$ cat config.mk
export PLATFORM = sky130hd
export DESIGN_NAME = da_dct_engine
export DESIGN_NICKNAME = d
export VERILOG_FILES = /design/src/rtl/da_dct_pkg.sv /design/src/rtl/da_lane.sv /design/src/rtl/da_dct_engine.sv
export SDC_FILE = /design/constraint.sdc
export NUM_CORES = 2
export LEC_CHECK = 0
export CAP_MARGIN = 15
export CORE_ASPECT_RATIO = 1.2
export CORE_UTILIZATION = 55
export CTS_BUF_LIST = sky130_fd_sc_hd__clkbuf_16
export DETAILED_ROUTE_END_ITERATION = 10
export PLACE_DENSITY = 0.73
export SYNTH_ARGS = -nofsm -noshare
export SYNTH_HDL_FRONTEND = slang
export SYNTH_SLANG_ARGS = --single-unit
$ cat constraint.sdc
create_clock -name clk -period 32.5 [get_ports clk]
set_input_delay 8.125 -clock clk [delete_from_list [all_inputs] [get_ports clk]]
set_output_delay 8.125 -clock clk [all_outputs]
set_load 0.005 [all_outputs]
$ cat src/rtl/da_dct_pkg.sv
// Shared state type, DCT cosine constants (Q2.14) and width helpers for the DA DCT engine.
// The DA_ROUND_EN build macro selects round-half-up output in da_lane. The default build uses floor.
package da_dct_pkg;

  typedef enum logic [1:0] {
    IDLE  = 2'd0,
    SHIFT = 2'd1,
    DONE  = 2'd2
  } state_t;

  // cos(k*pi/16) in Q2.14
  localparam logic [15:0] C1 = 16'h3EC5;
  localparam logic [15:0] C2 = 16'h3B21;
  localparam logic [15:0] C3 = 16'h3537;
  localparam logic [15:0] C4 = 16'h2D41;
  localparam logic [15:0] C5 = 16'h238E;
  localparam logic [15:0] C6 = 16'h187D;
  localparam logic [15:0] C7 = 16'h0C7C;

  function automatic int acc_width(input int coef_w, input int in_w);
    return coef_w + in_w + 1;
  endfunction

  function automatic int out_width(input int acc_w, input int out_shift);
    return acc_w - out_shift;
  endfunction

endpackage

$ cat src/rtl/da_lane.sv
// One DA lane: runtime-loadable 2^N_TAPS coefficient LUT plus its bit-serial accumulator.
// Build macro DA_ROUND_EN adds half an output LSB before the final shift (round half up).
module da_lane
  import da_dct_pkg::*;
#(
  parameter int N_TAPS    = 4,
  parameter int IN_W      = 12,
  parameter int COEF_W    = 16,
  parameter int OUT_SHIFT = 14,
  parameter int CNT_W     = $clog2(IN_W + 1),
  localparam int ACC_W    = acc_width(COEF_W, IN_W),
  localparam int OUT_W    = out_width(ACC_W, OUT_SHIFT)
) (
  input  logic              clk,
  input  logic              rst,
  input  logic              cfg_we,
  input  logic [N_TAPS-1:0] cfg_addr,
  input  logic [COEF_W-1:0] cfg_wdata,
  input  logic              clear,
  input  logic              step,
  input  logic              sign_plane,
  input  logic [CNT_W-1:0]  bit_idx,
  input  logic [N_TAPS-1:0] addr,
  input  logic              capture,
  output logic [OUT_W-1:0]  result
);

  logic [COEF_W-1:0]       lut [2**N_TAPS];
  logic [COEF_W-1:0]       coef;
  logic signed [ACC_W-1:0] term;
  logic signed [ACC_W-1:0] acc;
  logic signed [ACC_W-1:0] acc_out;

  assign coef = lut[addr];
  assign term = $signed({{(ACC_W-COEF_W){coef[COEF_W-1]}}, coef}) <<< bit_idx;

  // NOTE: the LUT is a small flop array, so it takes the async reset like any other state; a RAM-mapped LUT could not be cleared this way.
  always_ff @(posedge clk or posedge rst) begin
    if (rst) begin
      for (int i = 0; i < 2**N_TAPS; i++) lut[i] <= '0;
    end else if (cfg_we) begin
      lut[cfg_addr] <= cfg_wdata;
    end
  end

  // NOTE: sequential state uses non-blocking assignments so every flop samples pre-edge values.
  always_ff @(posedge clk or posedge rst) begin
    if (rst) begin
      acc <= '0;
    end else if (clear) begin
      acc <= '0;
    end else if (step) begin
      acc <= sign_plane ? acc - term : acc + term;
    end
  end

`ifdef DA_ROUND_EN
  localparam logic signed [ACC_W-1:0] HALF = ACC_W'(1) <<< (OUT_SHIFT - 1);
  assign acc_out = acc + HALF;
`else
  assign acc_out = acc;
`endif

  // Captured once after the sign plane, so the result stays stable through DONE.
  always_ff @(posedge clk or posedge rst) begin
    if (rst) begin
      result <= '0;
    end else if (capture) begin
      result <= OUT_W'(acc_out >>> OUT_SHIFT);
    end
  end

endmodule

$ cat src/rtl/da_dct_engine.sv
// Bit-serial distributed-arithmetic DCT engine: N_LANES inner products over N_TAPS signed samples.
// Build macro DA_ROUND_EN selects round-half-up output; the default build floors.
module da_dct_engine
  import da_dct_pkg::*;
#(
  parameter int N_TAPS    = 4,
  parameter int N_LANES   = 2,
  parameter int IN_W      = 12,
  parameter int COEF_W    = 16,
  parameter int OUT_SHIFT = 14,
  localparam int ACC_W    = acc_width(COEF_W, IN_W),
  localparam int OUT_W    = out_width(ACC_W, OUT_SHIFT),
  localparam int LANE_W   = $clog2(N_LANES)
) (
  input  logic                     clk,
  input  logic                     rst,
  input  logic                     in_valid,
  output logic                     in_ready,
  input  logic [N_TAPS*IN_W-1:0]   in_data,
  output logic                     out_valid,
  input  logic                     out_ready,
  output logic [N_LANES*OUT_W-1:0] out_data,
  input  logic                     cfg_we,
  input  logic [LANE_W-1:0]        cfg_lane,
  input  logic [N_TAPS-1:0]        cfg_addr,
  input  logic [COEF_W-1:0]        cfg_wdata,
  output logic                     busy
);

  localparam int CNT_W = $clog2(IN_W + 1);

  state_t                 state;
  state_t                 state_n;
  logic [CNT_W-1:0]       bit_idx;
  logic [N_TAPS*IN_W-1:0] x_reg;
  logic [N_TAPS-1:0]      addr;
  logic                   accept;
  logic                   step;
  logic                   capture;
  logic                   sign_plane;
  logic                   cfg_ok;

  assign accept     = in_valid && (state == IDLE);
  assign step       = (state == SHIFT) && (bit_idx != CNT_W'(IN_W));
  assign capture    = (state == SHIFT) && (bit_idx == CNT_W'(IN_W));
  assign sign_plane = (bit_idx == CNT_W'(IN_W - 1));
  // A write landing on the accept edge is dropped so the accepted group sees the old LUT.
  assign cfg_ok     = cfg_we && (state == IDLE) && !accept;

  always_ff @(posedge clk or posedge rst) begin
    if (rst) state <= IDLE;
    else     state <= state_n;
  end

  always_comb begin
    // NOTE: default assignment first, so no path leaves state_n unassigned and no latch is inferred.
    state_n = state;
    unique case (state)
      IDLE:    if (in_valid)  state_n = SHIFT;
      SHIFT:   if (capture)   state_n = DONE;
      DONE:    if (out_ready) state_n = IDLE;
      default:                state_n = IDLE;
    endcase
  end

  always_comb begin
    in_ready  = (state == IDLE);
    out_valid = (state == DONE);
    busy      = (state != IDLE);
  end

  // Each sample slice shifts right once per plane, so its LSB is always the current bit.
  always_ff @(posedge clk or posedge rst) begin
    if (rst) begin
      x_reg   <= '0;
      bit_idx <= '0;
    end else if (accept) begin
      x_reg   <= in_data;
      bit_idx <= '0;
    end else if (step) begin
      for (int j = 0; j < N_TAPS; j++) x_reg[j*IN_W +: IN_W] <= x_reg[j*IN_W +: IN_W] >> 1;
      bit_idx <= bit_idx + CNT_W'(1);
    end
  end

  // Slice j holds x_{N_TAPS-1-j}, so x0 lands on the address MSB.
  always_comb begin
    addr = '0;
    for (int j = 0; j < N_TAPS; j++) addr[j] = x_reg[j*IN_W];
  end

  for (genvar i = 0; i < N_LANES; i++) begin : g_lane
    logic lane_we;
    assign lane_we = cfg_ok && (cfg_lane == LANE_W'(i));

    da_lane #(
      .N_TAPS    (N_TAPS),
      .IN_W      (IN_W),
      .COEF_W    (COEF_W),
      .OUT_SHIFT (OUT_SHIFT),
      .CNT_W     (CNT_W)
    ) u_lane (
      .clk        (clk),
      .rst        (rst),
      .cfg_we     (lane_we),
      .cfg_addr   (cfg_addr),
      .cfg_wdata  (cfg_wdata),
      .clear      (accept),
      .step       (step),
      .sign_plane (sign_plane),
      .bit_idx    (bit_idx),
      .addr       (addr),
      .capture    (capture),
      .result     (out_data[(N_LANES-1-i)*OUT_W +: OUT_W])
    );
  end

endmodule

==> impl_metrics.yaml <==
critical_path:
  cp_top_family: "buffers and inverters"
  critPathBufInv: 5
  cp_slowest_cell: "buf_4"
  crit_arrival_ns: 12.24
  crit_type: "primary input to asynchronous set/reset pin"
  start_kind: "primary input"
  path_cells: "clkdlybuf4s50_1 > inv_8 > buf_4 > buf_4 > buf_4"
  worstPathMaxFanout: 135
  max_stage_delay_ns: 0.92
  cp-end-kind: "asynchronous set/reset pin"
  crit_required_ns: 33.09
  crit_top_cell: "buf_4"
timing:
  rsz0062_at_grt: "no"
  fin_crit_sh_pct: 35.8
  slew_headroom_pct: 22.7
  finalMaxSlewViolations: 0
  period_needed_ns: 11.65
  finalSetupViolCount: 0
  hold_viol_final: 0
  max_freq_mhz: 85.9
  setup_tns_ns: 0
  worst_pin_slew_ns: 1.16
  final.setup_skew_ns: 0.0301
logic_synthesis:
  avgSynthCellArea_um2: 12.1
  syn_area_um2: 35800
  synth_ff_type: "dfrtp_1"
  synth_cells: 2963
  synth_edf_count: 0
  yosysUniqueCellTypes: 93
  netlist.area_leader.share_pct: 45.7
  synth-async-reset-ratio_pct: 100
  synth_nets: 3099
  yosysSeqAreaShare_pct: 45.7
  yosysWarnings: 0
  synthTopCellsByArea: "dfrtp_1, mux2_2, mux4_2"
  synth_seq_cells: 654
  synth_top_cell_by_area: "dfrtp_1"
route:
  via_per_inst: 6.54
  wl_per_cell_um: 25.7
  wl_um: 99800
  antenna_left: 0
  vias: 25374
  drcViolationCount: 0
  drt_iter0_markers: 2078
  first_pass_iters: 6
job:
  maxCapViolCount: 0
clock_tree:
  cts_max_path_buffers: 3
  clk_pin_slew_ns: 0.06
  ctsHoldBuffers: 0
  clk_root_buffer_cell: "clkbuf_16"
  h-tree-depth: 3
  cts_tree: "done"
  post_cts_buffers: 0
  clk_latency_ns: 0.62
  cts_sinks: 654
  numCtsBuffers: 69
  cts_resized: 0
cells_and_area:
  postLayoutCoreUtil_pct: 61.7
  largest_reg_flops: 512
  area_growth_pct: 11.2
  fillCellCount: 4902
  final_nets: 3129
  drive_above_1_share_pct: 30.1
floorplan:
  row_count: 102
  die_area_um2: 66100
  io_pins: 107
  start_util_pct: 55.5
  fp.dieH_um: 281
  die_w_um: 235
  core_region_area_um2: 64400
grt:
  grt_pass1_vias: 26288
  antenna_found_initial: 4
  grt-ovfl-total: 0
  grt_pass1_wl_um: 156000
  grt_max_degree: 136
  grtUsageTotal_pct: 30.7
power_and_ir_drop:
  p_leak_nw: 18.4
  powerDensity_nw_per_um2: 105
  ir_worst_vdd_uv: 74.0
status:
  status: "complete, no violations"
worst_hold_path:
  hold_path_class: "flop to flop"
place:
  numPortBuffers: 106
  gp_congestion: 0.969
  dp_hpwl_um: 68100
tightest hold or removal path: stages (launching register included):
cell and delay, ns:
dfrtp_1 0.34, nand2_1 0.05, nand2_1 0.06
Yosys cell counts, drive strengths merged, types with 5 or more instances:
master,number
nor3,35
or2,10
dfrtp,654
o31ai,13
xnor2,42
nand4,6
a21oi,82
mux2,576
o221ai,5
o21a,10
ha,60
a221oi,10
and3,12
or3,13
o41ai,5
nor2,118
mux2i,89
nor3b,8
a22oi,75
a211oi,19
xor2,49
nand2b,17
a32oi,7
nand2,231
and4,6
o22ai,10
nor2b,24
clkbuf,156
a41oi,6
o21bai,5
a2111oi,6
a22o,11
and2,22
o211ai,8
buf,57
a21boi,7
nand3,87
inv,29
a311oi,5
a21o,30
mux4,136
o21ai,120
a31oi,28
report_power, final:
group	switching [mW]	leakage [nW]	internal (mW)
sequential	0.119	8.84	0.983
combinational	1.32	8.40	0.952
clock	0.333	1.16	0.457
cells by family after synthesis:
group | after synthesis | synth area share, %
buffers and inverters | 243 | 3.02
AOI/OAI and AO/OA | 502 | 9.49
xor gates and xnor gates | 91 | 2.23
muxes | 801 | 29.2
adders and majority gates | 62 | 2.21
DFF | 654 | 45.7
and+or+nand+nor | 610 | 8.12
layout make-up:
class,count,area [µm²],share of cell area [%]
Multi-Input combinational cell,2066,18400,46.2
Sequential cell,654,16400,41.2
Clock buffer,72,1800,4.53
Timing Repair Buffer,172,1610,4.05
Tap cell,832,1040,2.62
Clock inverter,51,433,1.09
Inverter,30,120,0.302
Antenna cell,2,5.00,0.0126
final timing paths:
kind | startpoint | slack (ns) | to | cells after the start
worst min-delay path | x_reg[18] | 0.48 | x_reg[18] | 2
max in group clk | in_valid | 21.96 | g_lane[1].u_lane.lut[204] | 5
worst min register to register | x_reg[18] | 0.48 | x_reg[18] | 2
worst max register to register | x_reg[36] | 23.32 | g_lane[1].u_lane.acc[27] | 24
worst max-delay path | rst | 20.85 | g_lane[0].u_lane.lut[82] | 5
min in group asynchronous | rst | 8.10 | g_lane[0].u_lane.result[5] | 2
per-stage QoR:
step                      setup WS (ns)  total power [mW]  area (µm²)  instances  hold slack [ns]
after CTS                         20.74              4.15       39700       3871            0.476
after global placement            20.32              3.27       37400       3748            0.459
after detailed placement          20.11              3.35       37400       3748            0.463
after floorplan                    6.05              2.79       35800       2963            0.446
final                             20.85              4.16       39800       3879            0.479
after global routing              20.20              4.43       39800       3879            0.495
cell usage in the layout (no fill, tap or decap), types with 8 or more instances in the layout:
cell / n
dfrtp_1: 649
mux2_2: 576
nand2_1: 229
mux4_2: 136
o21ai_0: 116
nor2_1: 114
clkdlybuf4s50_1: 106
mux2i_1: 88
nand3_1: 87
a21oi_1: 81
a22oi_1: 74
clkbuf_16: 72
ha_1: 60
buf_4: 60
xor2_1: 49
inv_1: 44
xnor2_1: 42
nor3_1: 30
a21o_1: 30
a31oi_1: 28
nor2b_1: 23
and2_1: 19
nand2b_1: 17
a211oi_1: 17
clkinv_1: 14
o31ai_1: 13
and3_1: 12
or3_1: 11
a22o_1: 11
o21a_1: 10
o22ai_1: 10
a221oi_1: 10
o211ai_1: 8
per-layer routing:
| metal | share of wire (%) | GRT usage [%] | vias up | routed length (µm) |
|---|---|---|---|---|
| li1 | - | - | 11075 | - |
| met1 | 39 | 37.7 | 13137 | 39000 |
| met2 | 50 | 52.6 | 896 | 49900 |
| met3 | 6.1 | 5.31 | 266 | 6110 |
| met4 | 4.7 | 15.2 | 0 | 4720 |
| met5 | 0 | 0 | - | 0 |
(Power assumes the default switching activity.)
